===== src/rtl/lsu_mem_ctrl_if.sv =====
// CPU-side request/response bundle for the load/store controller.
// master = CPU memory stage, slave = lsu_mem_ctrl.
interface lsu_mem_ctrl_if;
  logic        req_valid;
  logic        req_ready;
  logic        req_we;
  logic [1:0]  req_size;
  logic        req_unsigned;
  logic [31:0] req_addr;
  logic [31:0] req_wdata;
  logic        resp_valid;
  logic        resp_err;
  logic [31:0] resp_rdata;

  modport master (
    output req_valid, req_we, req_size, req_unsigned, req_addr, req_wdata,
    input  req_ready, resp_valid, resp_err, resp_rdata
  );

  modport slave (
    input  req_valid, req_we, req_size, req_unsigned, req_addr, req_wdata,
    output req_ready, resp_valid, resp_err, resp_rdata
  );
endinterface


===== src/rtl/lsu_mem_ctrl.sv =====
// Load/store controller: CPU byte-addressed byte/half/word requests to a
// word-addressed RAM with combinational read. Sub-word stores are done as
// read-modify-write. Optional counters enabled by LSU_STATS_EN.
module lsu_mem_ctrl #(
  parameter int ADDR_W = 11,
  parameter int DATA_W = 32
) (
  input  logic              clk,
  input  logic              rst_n,
  lsu_mem_ctrl_if.slave     cpu,
  output logic              ram_we,
  output logic [ADDR_W-1:0] ram_address,
  output logic [DATA_W-1:0] ram_write_data,
  input  logic [DATA_W-1:0] ram_read_data,
  output logic [31:0]       stat_loads,
  output logic [31:0]       stat_stores,
  output logic [31:0]       stat_errors
);

  localparam logic [1:0] SZ_BYTE = 2'b00;
  localparam logic [1:0] SZ_HALF = 2'b01;
  localparam logic [1:0] SZ_WORD = 2'b10;
  localparam logic [1:0] SZ_ILL  = 2'b11;

  typedef enum logic [1:0] {IDLE, ACCESS, WRITE, RESP} state_t;

  typedef struct packed {
    logic              we;
    logic [1:0]        size;
    logic              uns;
    logic [ADDR_W+1:0] addr;
    logic [DATA_W-1:0] wdata;
  } req_t;

  state_t            state;
  req_t              req;
  logic              ready_q;
  logic              resp_valid_q;
  logic              resp_err_q;
  logic [DATA_W-1:0] resp_rdata_q;

  logic              accept;
  logic              req_err;
  logic [3:0]        lane_en;
  logic [DATA_W-1:0] merged;
  logic [DATA_W-1:0] shifted;
  logic [DATA_W-1:0] load_data;

  assign cpu.req_ready  = ready_q;
  assign cpu.resp_valid = resp_valid_q;
  assign cpu.resp_err   = resp_err_q;
  assign cpu.resp_rdata = resp_rdata_q;

  assign accept = cpu.req_valid && ready_q;

  // Rejection rules evaluated on the raw request during the accept cycle
  assign req_err = (cpu.req_size == SZ_ILL)
                || (cpu.req_size == SZ_HALF && cpu.req_addr[0])
                || (cpu.req_size == SZ_WORD && cpu.req_addr[1:0] != 2'b00)
                || (|cpu.req_addr[31:ADDR_W+2]);

  // Write strobe from registered state and latched request only, so no
  // combinational path from CPU inputs reaches the RAM enable
  assign ram_we = (state == WRITE)
               || (state == ACCESS && req.we && req.size == SZ_WORD);

  // Per-byte-lane merge of the store data into the old word
  for (genvar i = 0; i < 4; i++) begin : g_lane
    localparam logic [1:0] LANE = 2'(i);
    logic [7:0] src;
    assign lane_en[i] = (req.size == SZ_BYTE) ? (req.addr[1:0] == LANE)
                                              : (req.addr[1] == LANE[1]);
    assign src = (req.size == SZ_BYTE) ? req.wdata[7:0] : req.wdata[8*(i%2) +: 8];
    assign merged[8*i +: 8] = lane_en[i] ? src : ram_read_data[8*i +: 8];
  end

  // Lane select and sign/zero extension of the word read in ACCESS
  assign shifted = ram_read_data >> {req.addr[1:0], 3'b000};

  // Load result formatting
  always_comb begin
    load_data = ram_read_data;
    case (req.size)
      SZ_BYTE: load_data = {{24{~req.uns & shifted[7]}}, shifted[7:0]};
      SZ_HALF: load_data = {{16{~req.uns & shifted[15]}}, shifted[15:0]};
      default: load_data = ram_read_data;
    endcase
  end

  // Main FSM with all handshake and RAM-side outputs registered
  always_ff @(posedge clk or negedge rst_n) begin
    if (!rst_n) begin
      state          <= IDLE;
      req            <= '0;
      ready_q        <= 1'b1;
      resp_valid_q   <= 1'b0;
      resp_err_q     <= 1'b0;
      resp_rdata_q   <= '0;
      ram_address    <= '0;
      ram_write_data <= '0;
    end else begin
      resp_valid_q <= 1'b0;
      case (state)
        IDLE: begin
          if (accept) begin
            ready_q   <= 1'b0;
            req.we    <= cpu.req_we;
            req.size  <= cpu.req_size;
            req.uns   <= cpu.req_unsigned;
            req.addr  <= cpu.req_addr[ADDR_W+1:0];
            req.wdata <= cpu.req_wdata;
            if (req_err) begin
              // Rejected: straight to RESP, RAM side untouched
              state        <= RESP;
              resp_valid_q <= 1'b1;
              resp_err_q   <= 1'b1;
              resp_rdata_q <= '0;
            end else begin
              state       <= ACCESS;
              ram_address <= cpu.req_addr[ADDR_W+1:2];
              if (cpu.req_we && cpu.req_size == SZ_WORD)
                ram_write_data <= cpu.req_wdata;
            end
          end
        end
        ACCESS: begin
          if (req.we && req.size != SZ_WORD) begin
            // Old word is on ram_read_data now; stage merged word for WRITE
            state          <= WRITE;
            ram_write_data <= merged;
          end else begin
            state        <= RESP;
            resp_valid_q <= 1'b1;
            resp_err_q   <= 1'b0;
            resp_rdata_q <= req.we ? '0 : load_data;
          end
        end
        WRITE: begin
          state        <= RESP;
          resp_valid_q <= 1'b1;
          resp_err_q   <= 1'b0;
          resp_rdata_q <= '0;
        end
        RESP: begin
          state   <= IDLE;
          ready_q <= 1'b1;
        end
        default: state <= IDLE;
      endcase
    end
  end

`ifdef LSU_STATS_EN
  // Completion counters, bumped once per response
  always_ff @(posedge clk or negedge rst_n) begin
    if (!rst_n) begin
      stat_loads  <= '0;
      stat_stores <= '0;
      stat_errors <= '0;
    end else if (state == RESP) begin
      if (resp_err_q)  stat_errors <= stat_errors + 32'd1;
      else if (req.we) stat_stores <= stat_stores + 32'd1;
      else             stat_loads  <= stat_loads + 32'd1;
    end
  end
`else
  assign stat_loads  = '0;
  assign stat_stores = '0;
  assign stat_errors = '0;
`endif

endmodule


===== src/flat_wrapper.sv =====
// flat-port wrapper written by rule: the top's interface ports become plain ports
module lsu_mem_ctrl_flat 
#(
  parameter int ADDR_W = 11,
  parameter int DATA_W = 32
)
  (clk, rst_n, ram_we, ram_address, ram_write_data, ram_read_data, stat_loads, stat_stores, stat_errors, cpu_req_valid, cpu_req_we, cpu_req_size, cpu_req_unsigned, cpu_req_addr, cpu_req_wdata, cpu_req_ready, cpu_resp_valid, cpu_resp_err, cpu_resp_rdata);
  lsu_mem_ctrl_if cpu_i ();
  input  logic clk;
  input  logic rst_n;
  output logic ram_we;
  output logic [ADDR_W-1:0] ram_address;
  output logic [DATA_W-1:0] ram_write_data;
  input  logic [DATA_W-1:0] ram_read_data;
  output logic [31:0] stat_loads;
  output logic [31:0] stat_stores;
  output logic [31:0] stat_errors;
  input wire logic [$bits(cpu_i.req_valid)-1:0] cpu_req_valid;
  input wire logic [$bits(cpu_i.req_we)-1:0] cpu_req_we;
  input wire logic [$bits(cpu_i.req_size)-1:0] cpu_req_size;
  input wire logic [$bits(cpu_i.req_unsigned)-1:0] cpu_req_unsigned;
  input wire logic [$bits(cpu_i.req_addr)-1:0] cpu_req_addr;
  input wire logic [$bits(cpu_i.req_wdata)-1:0] cpu_req_wdata;
  output wire logic [$bits(cpu_i.req_ready)-1:0] cpu_req_ready;
  output wire logic [$bits(cpu_i.resp_valid)-1:0] cpu_resp_valid;
  output wire logic [$bits(cpu_i.resp_err)-1:0] cpu_resp_err;
  output wire logic [$bits(cpu_i.resp_rdata)-1:0] cpu_resp_rdata;
  assign cpu_i.req_valid = cpu_req_valid;
  assign cpu_i.req_we = cpu_req_we;
  assign cpu_i.req_size = cpu_req_size;
  assign cpu_i.req_unsigned = cpu_req_unsigned;
  assign cpu_i.req_addr = cpu_req_addr;
  assign cpu_i.req_wdata = cpu_req_wdata;
  assign cpu_req_ready = cpu_i.req_ready;
  assign cpu_resp_valid = cpu_i.resp_valid;
  assign cpu_resp_err = cpu_i.resp_err;
  assign cpu_resp_rdata = cpu_i.resp_rdata;
  lsu_mem_ctrl #(.ADDR_W(ADDR_W), .DATA_W(DATA_W)) u_core (.clk(clk), .rst_n(rst_n), .cpu(cpu_i), .ram_we(ram_we), .ram_address(ram_address), .ram_write_data(ram_write_data), .ram_read_data(ram_read_data), .stat_loads(stat_loads), .stat_stores(stat_stores), .stat_errors(stat_errors));
endmodule

===== config.mk =====
export PLATFORM = sky130hd
export DESIGN_NAME = lsu_mem_ctrl_flat
export DESIGN_NICKNAME = d
export VERILOG_FILES = /design/src/rtl/lsu_mem_ctrl_if.sv /design/src/rtl/lsu_mem_ctrl.sv /design/src/flat_wrapper.sv
export SDC_FILE = /design/constraint.sdc
export NUM_CORES = 1
export LEC_CHECK = 0
export ABC_AREA = 1
export BUFFER_PORTS_ARGS = -buffer_cell sky130_fd_sc_hd__buf_2
export CAP_MARGIN = 20
export CORE_ASPECT_RATIO = 1.1
export CORE_UTILIZATION = 53
export CTS_CLUSTER_DIAMETER = 60
export DETAILED_ROUTE_END_ITERATION = 6
export HOLD_SLACK_MARGIN = 0.1
export PLACE_DENSITY = 0.87
export SETUP_SLACK_MARGIN = 0.3
export SLEW_MARGIN = 20
export SYNTH_ARGS = -nofsm -noshare
export SYNTH_HDL_FRONTEND = slang
export SYNTH_SLANG_ARGS = --single-unit
export TNS_END_PERCENT = 100

===== constraint.sdc =====
create_clock -name clk -period 3.8 [get_ports clk]
set_input_delay 0.76 -clock clk [delete_from_list [all_inputs] [get_ports clk]]
set_output_delay 0.76 -clock clk [all_outputs]
set_load 0.005 [all_outputs]

==> results.toml <==
[grt]
grt_overflow = 0
grt_max_degree = 55
grt_pass1_vias = 5659
grt_pass1_wl_mm = 28.4
antenna_found_initial = 1
grt_usage_pct = 28.8

[detailed_routing]
routed_wl_mm = 18.1
dr.pass1.iters = 5
drt_iter0_drc = 539
wl_per_cell_um = 15.1
viasPerCell = 5.21
vias = 6234
drc = 0
final_antenna_net_count = 0

[placement]
pre_cts_slack_ns = 1.09
place_congestion = 0.883
placed_cells = 1181
numPortBuffers = 181
placed_cell_area_mm2 = 0.00712
dp_hpwl_mm = 13.7

[layout]
drive_gt1_share_pct = 23.6
n_fill_cell = 1135
syn2layout_area_growth_pct = 12.8
stdcell_count = 1197
regArea_mm2 = 0.00255
finish.utilization_pct = 61.6
finalInstanceArea_mm2 = 0.00741
multi_input_area_mm2 = 0.00316
final_nets = 1147

[clock_network]
cts_tree = "yes"
worstSkewPairLatency_ns = 0.35
cts_buffers = 9
cts_setup_buffers = 0
max-clock-path-buffers = 2
htreeDepth = 3
clkSlewWorstSetupHoldPaths_ns = 0.07
root_buffer = "clkbuf_16"
post_cts_resized = 0
cts_hold_buffers = 0
cts_sinks = 102

[setup_path]
start_kind = "flip-flop"
cp_slowest_stage_delay_ns = 0.42
worst-path-max-fanout = 26
ff2ff_setup_slack_ns = 1.40
r2r-start = "u_core.state[1]"
worstPathRequired_ns = 3.04
critPathSlowestCell = "dfrtp_1"
end_kind = "primary output"
path_cells = "inv_1, ha_1, buf_4, nand2_1, o21bai_1, buf_2"
worst-r2r-cell-count = 10
arrival_ns = 1.79
r2r-end = "u_core.cpu.resp_rdata[19]"
timing_worst_setup_path_type = "flip-flop to primary output"

[pwr]
leakage_nw = 4.15
p_seq_share_pct = 32.7
powerDensity_mw_per_mm2 = 785
p_clk_share_pct = 16.1
power.share.combinational_pct = 51.2
swShare_pct = 47.0
p_sw_mw = 2.73
irDropWorstVdd_v = 0.000408
power.total_mw = 5.82
p_int_mw = 3.09

[timing]
finClkSkew_ns = 0.00896
holdWs_ns = 0.440
tns_ns = 0
hold_violations = 0
rsz0062_at_grt = "no"
timing.final.ws_setup_ns = 1.25
max_freq_mhz = 392
period_share_pct = 67.2
final-setup-viol-count = 0
relSlewSlack_pct = 43.2
tightest_slew_ns = 0.851
period_needed_ns = 2.55
drv_slew = 0

[floorplanning]
core_mm2 = 0.0120
rows = 42
chipWidth_um = 108
start_util_pct = 54.6
fp.dieH_um = 119
die-area_mm2 = 0.0129
num_io_pins = 278

[synthesis]
yosys.area.top_type = "dfrtp_1"
yosysMostFrequentCell = "nand2_1"
async_reset_ff_share_pct = 100
synth_edf_count = 0
yosys-top-cells-area = "dfrtp_1, nand2_1, buf_4, o21ai_0, nand3_1"
synth.top_cell.area_share_pct = 38.5
syn_area_mm2 = 0.00657
yosysWarnings = 0
synth_cells = 883
syn_area_per_cell_um2 = 7.44
ys_types = 36
synth-seq-cells = 102
synth_flop_cell = "dfrtp_1"
synthTopCellsByCount = "nand2_1, buf_4, dfrtp_1"
seq_area_frac_synth_pct = 38.9

[status]
status = "completed"

[run]
cap_violations = 0

[hold_path]
min_path_type = "input pin to async pin"
[worst max path at each step]
stage	from	depth (start not counted)	endpoint	slack (ns)
2_1_floorplan	cpu_req_addr[28]	11	u_core.ram_write_data[25]	1.95
3_3_place_gp	cpu_req_addr[30]	8	u_core.cpu.resp_rdata[21]	1.18
3_5_place_dp	cpu_req_addr[30]	8	u_core.cpu.resp_rdata[19]	1.09
4_1_cts	u_core.state[1]	6	ram_we	1.28
5_1_grt	u_core.state[1]	6	ram_we	1.13
6_report	u_core.state[1]	6	ram_we	1.25
[cells by family (layout without fill, tap and decap cells)]
logic type,after synthesis,in the layout,synth area share (%)
simple gates,393,393,26.0
buf+inv,202,266,18.5
compound gates,179,179,15.4
flops,102,102,38.9
fa+ha+maj,6,6,1.14
other cells,1,97,0.0571
[layout make-up]
class | count | area share, %
multi-input cells | 674 | 42.6
flip-flops and latches | 102 | 34.4
repair buffers | 189 | 13.2
clock buffers | 12 | 3.32
inverters | 62 | 3.14
well taps | 154 | 2.60
clock inverters | 3 | 0.607
diodes | 1 | 0.0337
[power by group through the flow]
stage,Combinational (mW),Sequential [mW],Clock (mW)
floorplan,2.25,1.83,0
global route,3.34,1.96,0.980
global placement,2.87,1.91,0
CTS,2.96,1.90,0.938
finish,2.98,1.91,0.935
detailed placement,2.94,1.91,0
[per-layer routing]
metal	GRT usage, %	vias up	share of wire (%)
li1	-	2985	-
met1	37.2	2852	39
met2	47.9	351	50
met3	5.07	44	8.7
met4	10.6	2	2.7
met5	0	-	0.094
[cells in the final DEF (no fill, tap or decap), types with 2 or more instances in the layout]
| cell | count |
|---|---|
| nand2_1 | 286 |
| buf_2 | 180 |
| dfrtp_1 | 101 |
| o21ai_0 | 97 |
| conb_1 | 96 |
| inv_1 | 54 |
| nand3_1 | 53 |
| a21oi_1 | 38 |
| nand4_1 | 16 |
| nor2_1 | 14 |
| o211ai_1 | 14 |
| o21ai_1 | 10 |
| o21ai_2 | 10 |
| clkbuf_16 | 9 |
| inv_2 | 8 |
| buf_4 | 8 |
| nand2_2 | 6 |
| ha_1 | 6 |
| nor2_2 | 5 |
| a22oi_1 | 4 |
| nor2_4 | 3 |
| nand3_2 | 2 |
| nor3_1 | 2 |
| nand2_4 | 2 |
| a21oi_4 | 2 |
| clkinvlp_4 | 2 |
| clkbuf_1 | 2 |
[state kept, by name (all words and copies together) (netlist names)]
register and count:
u_core.cpu.resp_rdata 32, u_core.ram_write_data 32, u_core.req 14, u_core.ram_address 11
u_core.g_lane.src 8, u_core.state 2, u_core.cpu.req_ready 1, u_core.cpu.resp_err 1
u_core.cpu.resp_valid 1
[critical path, delay by kind of cell (launching register included)]
| family | cells | cell delay, ns |
|---|---|---|
| AOI/OAI and AO/OA | 1 | 0.17 |
| adders and majority gates | 1 | 0.17 |
| buffers and inverters | 3 | 0.56 |
| DFF | 1 | 0.42 |
| and+or+nand+nor | 1 | 0.12 |
(Power assumes the default switching activity.)
